===== config.mk =====
export PLATFORM = sky130hd
export DESIGN_NAME = bus_port_fifo
export DESIGN_NICKNAME = d
export VERILOG_FILES = /design/src/rtl/bus_port_fifo_pkg.sv /design/src/rtl/bus_port_fifo_mem.sv /design/src/rtl/bus_port_fifo.sv
export SDC_FILE = /design/constraint.sdc
export NUM_CORES = 1
export LEC_CHECK = 0
export ABC_AREA = 1
export BUFFER_PORTS_ARGS = -buffer_cell sky130_fd_sc_hd__buf_2
export CAP_MARGIN = 0
export CORE_ASPECT_RATIO = 0.5
export CORE_UTILIZATION = 40
export CTS_BUF_LIST = sky130_fd_sc_hd__clkbuf_16
export DETAILED_ROUTE_END_ITERATION = 8
export MAX_ROUTING_LAYER = met4
export SYNTH_ARGS = -nofsm -noshare
export SYNTH_HDL_FRONTEND = slang
export SYNTH_HIERARCHICAL = 1
export SYNTH_SLANG_ARGS = --single-unit

===== constraint.sdc =====
create_clock -name clk -period 3.8 [get_ports clk]
set_input_delay 0.38 -clock clk [delete_from_list [all_inputs] [get_ports clk]]
set_output_delay 0.38 -clock clk [all_outputs]
set_load 0.02 [all_outputs]

===== src/rtl/bus_port_fifo_pkg.sv =====
// rtl/bus_port_fifo_pkg.sv - shared constants and helpers for the bus port FIFO
package bus_port_fifo_pkg;

  localparam int ADDR_W = 8;
  localparam logic [ADDR_W-1:0] BCAST_ADDR = {ADDR_W{1'b1}};

  localparam int ERR_OVF = 1;
  localparam int ERR_UDF = 0;

  localparam int STAT_W = 16;

  // Saturating add of a 0..3 increment onto a statistics counter.
  function automatic logic [STAT_W-1:0] sat_add(input logic [STAT_W-1:0] v,
                                                input logic [1:0] inc);
    logic [STAT_W:0] s;
    s = {1'b0, v} + {{(STAT_W-1){1'b0}}, inc};
    return s[STAT_W] ? {STAT_W{1'b1}} : s[STAT_W-1:0];
  endfunction

endpackage


===== src/rtl/bus_port_fifo_mem.sv =====
// rtl/bus_port_fifo_mem.sv - TX storage, depth x pckg_sz, 1W1R, asynchronous read
module bus_port_fifo_mem #(
  parameter int pckg_sz = 16,
  parameter int depth   = 8,
  parameter int aw      = $clog2(depth)
) (
  input  logic               clk,
  input  logic               we,
  input  logic [aw-1:0]      waddr,
  input  logic [pckg_sz-1:0] wdata,
  input  logic [aw-1:0]      raddr,
  output logic [pckg_sz-1:0] rdata
);

  logic [pckg_sz-1:0] mem [depth];

  always_ff @(posedge clk) begin
    if (we) mem[waddr] <= wdata;
  end

  assign rdata = mem[raddr];

endmodule


===== src/rtl/bus_port_fifo.sv =====
// rtl/bus_port_fifo.sv - bus port: show-ahead TX FIFO plus address-filtered RX; BUS_PORT_STATS_EN adds counters
module bus_port_fifo
  import bus_port_fifo_pkg::*;
#(
  parameter int                pckg_sz   = 16,
  parameter int                depth     = 8,
  parameter logic [ADDR_W-1:0] id        = 8'h00,
  parameter logic [ADDR_W-1:0] broadcast = BCAST_ADDR
) (
  input  logic               clk,
  input  logic               reset,
  input  logic               wr_en,
  input  logic [pckg_sz-1:0] wr_data,
  output logic               full,
  output logic               pndng,
  output logic [pckg_sz-1:0] D_pop,
  input  logic               pop,
  input  logic               push,
  input  logic [pckg_sz-1:0] D_push,
  output logic               rx_valid,
  output logic [pckg_sz-1:0] rx_data,
  output logic [1:0]         err
`ifdef BUS_PORT_STATS_EN
  ,
  output logic [STAT_W-1:0]  tx_cnt,
  output logic [STAT_W-1:0]  rx_cnt,
  output logic [STAT_W-1:0]  drop_cnt
`endif
);

  localparam int AW = $clog2(depth);
  localparam int CW = AW + 1;

  logic [AW-1:0]      wr_ptr, rd_ptr;
  logic [CW-1:0]      count;
  logic [pckg_sz-1:0] head;
  logic               do_wr, do_pop, ovf, udf;
  logic [ADDR_W-1:0]  dest;
  logic               hit;

  assign full  = (count == CW'(depth));
  assign pndng = (count != '0);

  // When full, a simultaneous pop frees the slot the write lands in.
  assign do_pop = pop & pndng;
  assign do_wr  = wr_en & (~full | pop);
  assign ovf    = wr_en & full & ~pop;
  assign udf    = pop & ~pndng;

  bus_port_fifo_mem #(.pckg_sz(pckg_sz), .depth(depth), .aw(AW)) u_mem (
    .clk   (clk),
    .we    (do_wr),
    .waddr (wr_ptr),
    .wdata (wr_data),
    .raddr (rd_ptr),
    .rdata (head)
  );

  assign D_pop = pndng ? head : '0;

  always_ff @(posedge clk or negedge reset) begin
    if (!reset) begin
      wr_ptr <= '0;
      rd_ptr <= '0;
      count  <= '0;
      err    <= '0;
    end else begin
      if (do_wr)  wr_ptr <= wr_ptr + 1'b1;
      if (do_pop) rd_ptr <= rd_ptr + 1'b1;
      count        <= count + CW'(do_wr) - CW'(do_pop);
      err[ERR_OVF] <= err[ERR_OVF] | ovf;
      err[ERR_UDF] <= err[ERR_UDF] | udf;
    end
  end

  assign dest = D_push[pckg_sz-1 -: ADDR_W];
  assign hit  = push & ((dest == id) | (dest == broadcast));

  always_ff @(posedge clk or negedge reset) begin
    if (!reset) begin
      rx_valid <= 1'b0;
      rx_data  <= '0;
    end else begin
      rx_valid <= hit;
      if (hit) rx_data <= D_push;
    end
  end

`ifdef BUS_PORT_STATS_EN
  logic [1:0] drop_inc;
  assign drop_inc = {1'b0, push & ~hit} + {1'b0, ovf};

  always_ff @(posedge clk or negedge reset) begin
    if (!reset) begin
      tx_cnt   <= '0;
      rx_cnt   <= '0;
      drop_cnt <= '0;
    end else begin
      tx_cnt   <= sat_add(tx_cnt, {1'b0, do_pop});
      rx_cnt   <= sat_add(rx_cnt, {1'b0, hit});
      drop_cnt <= sat_add(drop_cnt, drop_inc);
    end
  end
`else
  // Statistics disabled: no counters are built.
`endif

endmodule


* Word level (Yosys, flattened, before mapping) *
Memory sizes are Yosys's and may differ from the RTL's.
Cells that the tools add are included.

storage, ports and cells
  register bits after elaboration = 29
  latch bits = 0
  memory bits (writable) = 128
  memory bits (read-only) = 0
  output and inout port bits = 37
  memories kept = 1

operators by class
  $add $sub $neg = 4
  multipliers = 0
  div/mod/pow operators = 0
  $lt $le $gt $ge = 0
  eq/ne operators = 2
  shift-type cells = 0
  mux-type cells = 3
  bitwise logic cells = 13
  reduce and logical (&&, ||, !) cells = 2

memory list
  name       depth  width  read ports  clocked after Yosys merged registers in  write ports  RTL line                 text
  u_mem.mem  8      16     1           0                                        1            bus_port_fifo_mem.sv:15  logic [pckg_sz-1:0] mem [depth];

operators by type and width
  kind                   count
  $mux W16               1
  $eq A8 B8 Y1 const B   1
  $logic_not A8 Y1       1
  $add A3 B1 Y3 const B  2
  $and A1 B1 Y1          6
  $add A4 B1 Y4          1
  $eq A4 B4 Y1 const B   1
  $or A1 B1 Y1           4
  $reduce_bool A4 Y1     1
  $sub A4 B1 Y4          1
  $not A1 Y1             3
  $mux W1                2

* Logic depth before layout (Yosys ltp) *
  word-level depth = 6
  depth in mapped cells = 11
  gate-level depth less buffers = 11

* Cells and area by module *
Netlist, hierarchy kept.

by module, submodules not included
  module             times used  cells an instance  area an instance (µm²)  sequential area each (µm²)
  bus_port_fifo_mem  1           571                5669.2                  3843.7
  bus_port_fifo      1           168                1426.4                  725.7

* Worst setup path after synthesis *
No wires, ideal clock.

  path kind = register to register
  start point = register count[2]
  end point = register count[2]
  arrival = 1.983 ns
  data required time = 3.677 ns
  path slack = 1.694 ns
  stages on the path, launching flop included = 12
  path buffers = 0
  period minus slack after synthesis = 2.106 ns
  path through = dfrtp_1 inv_1 ha_1 nand2_1 inv_2 nor2_2 ha_1 inv_1 ha_1 inv_1 fa_1 xnor2_1

between the ends
  elaborated cells between the ends (all ways) = 8
  those cells by class = 2 x add/sub; 1 x eq/ne; 4 x bitwise; 1 x reduce/logical

RTL lines
  item                      RTL line             text
  start: declaration        bus_port_fifo.sv:35  logic [CW-1:0] count;
  start signal: assignment  bus_port_fifo.sv:70  count <= count + CW'(do_wr) - CW'(do_pop);
  $reduce_bool A4 Y1        bus_port_fifo.sv:42  assign pndng = (count != '0);
  named net pndng           bus_port_fifo.sv:15  output logic pndng,
  $and A1 B1 Y1             bus_port_fifo.sv:45  assign do_pop = pop & pndng;
  named net do_pop          bus_port_fifo.sv:37  logic do_wr, do_pop, ovf, udf;
  $sub A4 B1 Y4             bus_port_fifo.sv:70

The timed path passes the listed nets, and every way through them passes these cells.
A chain may end at the register's enable or synchronous reset.

* Worst setup path after layout *
  start point = register rd_ptr[0]
  end point = output port D_pop[7]

between the ends
  longest elaborated chain between the ends = 2

ends and longest elaborated chain
  item                      RTL line             text
  start: declaration        bus_port_fifo.sv:34  logic [AW-1:0] wr_ptr, rd_ptr;
  start signal: assignment  bus_port_fifo.sv:69  if (do_pop) rd_ptr <= rd_ptr + 1'b1;
  $mem_v2 Z8 W16            n/a
  named net head[7]         bus_port_fifo.sv:36  logic [pckg_sz-1:0] head;
  $mux W16                  bus_port_fifo.sv:59  assign D_pop = pndng ? head : '0;
  end: declaration          bus_port_fifo.sv:16  output logic [pckg_sz-1:0] D_pop,

The timed path passes the listed nets, and every way through them passes these cells.

==> results by group <==
Logic synthesis
  • Cell taking the most area after synthesis: edfxtp_1
  • Synth unique cells: 22
  • Mapped Avg Cell Area: 9.60 sq um
  • Cell with the most instances after synthesis: nand2_1
  • Synth Flop Type: edfxtp_1
  • Synthesized cell area: 0.00710 sq mm
  • Fraction of registers with async set/reset: 18.5%
  • Syn. warnings: 6
  • Post-synth EDFFs: 128
  • Top post-synthesis cells by area: edfxtp_1 (54%), nand2_1 (14%), dfrtp_1 (10%), inv_1 (8.5%), nand3_1 (5.3%)
  • Top cells by count, synth: nand2_1 (264), inv_1 (160), edfxtp_1 (128)
  • Flops & latches, synth: 157
  • Syn Nets: 785
  • Top-area cell type share of the netlist area: 54.2%
  • Sequential element share of the synthesized area: 64.4%
  • Synth Instances: 739

STA
  • Skew final: 11.1 ps
  • Setup WS post-layout: 1010 ps
  • Tcrit/Tclk final: 73.5%
  • Rel. slew slack: 17.3%
  • Pins Over Slew Limit: 0
  • Final hold viol count: 17
  • Worst slew pin tran: 1240 ps
  • Min cycle time layout: 2790 ps
  • Setup TNS: 0 ps
  • Fmax: 358 MHz
  • # setup viols final: 0
  • Unrepaired setup endpoints after global routing: false
  • Hold slack: -7.62 ps

Power and ir drop
  • Total power: 6050 uW
  • Worst IR Drop VDD: 0.449 mV
  • Pleak: 0.00400 uW
  • PD cells: 742 mW/mm^2

Layout
  • Final std cells w/o fill: 1051
  • Fraction of layout cells with a size suffix above 1: 14.9%
  • Final nets: 856
  • Synth-to-layout area growth: 14.9%
  • Final core occ: 48.4%

Placement
  • RD Place Congestion: 0.760
  • DPL Wire Length: 8770 microns
  • Placement-stage worst setup slack: 1290 ps
  • # port buffers: 73
  • Post-Place Cells: 1018

Clock network
  • CTS tree: yes
  • H-tree levels: 4
  • Post-CTS Setup Bufs: 0
  • Post-cts resize count: 0
  • CTS sink count: 157
  • CTS Hold Bufs: 0
  • Clock-pin transition on the worst setup and hold timing paths: 60 ps
  • Num CTS Buffers: 17
  • Clk buf depth: 2
  • Clk_lat worst skew: 420 ps
  • Clock root buffer master: clkbuf_16

GRT
  • GR Layer Usage met1: 23.5%
  • All-Layer GR Usage: 18.0%
  • Grt met3 use: 4.56%
  • Antenna violations before repair: 1
  • Largest net degree at the start of global routing: 67
  • Grt ovf: 0
  • Most Used Layer, Global Route: met2
  • Number of global-route vias before repair: 4609
  • First-pass GRT wire length: 23600 microns
  • Met2 GRT Util: 27.4%

Routing
  • Antenna viol nets, final: 0
  • Drt total wl: 14600 microns
  • DRC Markers: 0
  • Avg WL per Cell: 13.9 microns
  • DR vias/cell: 4.58
  • DRT Pass-1 Iters: 4
  • DRT iter0 DRCs: 402
  • Vias: 4813

Floorplanning
  • Die Height: 96.2 microns
  • FP Rows: 33
  • Die width: 190 microns
  • CORE AREA: 0.0168 sq mm
  • Starting density of the core: 42.1%
  • Die area: 0.0183 sq mm
  • Io pins: 74

Critical path
  • CP arrival: 2410 ps
  • CP cell instances: inv_2 -> buf_4 -> nand2_1 -> nand3_1 -> nand2_1 -> nand2_1 -> nand2_1 -> inv_1 -> nor2_1 -> buf_2
  • Max FO, Critical Path: 43
  • CP startpoint kind: register
  • Worst Setup End Kind: output port
  • Kind of critical path: register to output port
  • Slowest cell on crit path: inv_2
  • CP peak stage delay: 580 ps
  • Top cell by count, worst path: nand2_1
  • WP data required: 3420 ps

Job
  • Max_cap viols: 0

Status
  • Outcome: complete, but fails checks
  • Failing checks: hold timing

Hold path
  • HP Class: input port to asynchronous set/reset pin
==> state kept, by name (all words and copies together), names as in the netlist <==
name and flops:
u_mem/mem 128, err 2, rx_data 16, count 4, wr_ptr 3, rx_valid 1
rd_ptr 3
==> report_power, final <==
part	total (uW)	internal [uW]	leakage [uW]	switching, uW
Clock	1550	843	0.000250	710
Combinational	2250	696	0.00221	1550
Sequential	2250	2160	0.00153	95.3
==> critical path: cells and delay by family, from the launching register on <==
| kind | cells | cell delay, ps |
|---|---|---|
| buffers and inverters | 4 | 1190 |
| DFF | 1 | 400 |
| and+or+nand+nor | 6 | 380 |
==> metal layers <==
| metal | vias up | part of all wire [%] |
|---|---|---|
| met3 | 11 | 6.8 |
| met2 | 138 | 44 |
| li1 | 2420 | - |
| met5 | - | 0 |
| met4 | 0 | 1.0 |
| met1 | 2244 | 48 |
==> placed cells by master (no fill, tap or decap), types with 2 or more instances in the layout <==
cell type	synthesis	final
inv_6	0	4
o21ai_0	2	2
nor2_1	31	23
edfxtp_1	128	128
dfrtp_1	29	28
buf_4	4	5
clkbuf_16	0	17
clkinv_4	0	2
inv_2	2	2
nand3_1	75	75
inv_1	160	160
nand2_1	264	264
clkinvlp_4	0	5
xnor2_1	5	5
buf_2	14	73
nor2_2	1	9
clkinv_1	0	2
ha_1	8	8
==> kinds of logic (layout without fill, tap and decap cells) <==
kind of cell | Yosys count | count (layout) | synth area share [%]
AO/OA/AOI/OAI | 6 | 6 | 0.670
XOR/XNOR | 6 | 6 | 0.741
adder cells (fa/ha/maj) | 9 | 9 | 1.69
buffers and inverters | 188 | 272 | 11.3
flip-flops | 157 | 157 | 64.4
other | 0 | 1 | 0
AND/OR/NAND/NOR | 373 | 373 | 21.2
==> layout make-up <==
class | instances | area (sq um)
Fill cell | 1621 | 8690
Sequential cell | 157 | 4570
Multi-Input combinational cell | 394 | 1750
Inverter | 162 | 608
Clock buffer | 17 | 425
Timing Repair Buffer | 78 | 403
Tap cell | 227 | 284
Clock inverter | 15 | 114
Antenna cell | 1 | 2.50
==> final timing paths <==
path / from / end / slack, ps / depth (start not counted)
worst max-delay path: rd_ptr[0] / D_pop[7] / 1010 / 10
worst min-delay path: reset / rx_data[9] / -8 / 1
worst max register to register: count[2] / u_mem/mem[1][6] / 1300 / 7
worst min register to register: rx_data[12] / rx_data[12] / 470 / 2
max in group asynchronous: reset / rd_ptr[0] / 3330 / 1
min in group clk: D_push[4] / rx_data[4] / 190 / 3
==> stage by stage <==
| step | cell area [sq um] | hold WS, ps |
|---|---|---|
| finish | 8160 | -7.62 |
| global route | 8160 | 38.4 |
| CTS | 8150 | 16.6 |
| detailed placement | 7610 | 458 |
| global placement | 7610 | 450 |
| floorplan | 7100 | 84.4 |
No activity file was read; power rests on OpenSTA's default activity.
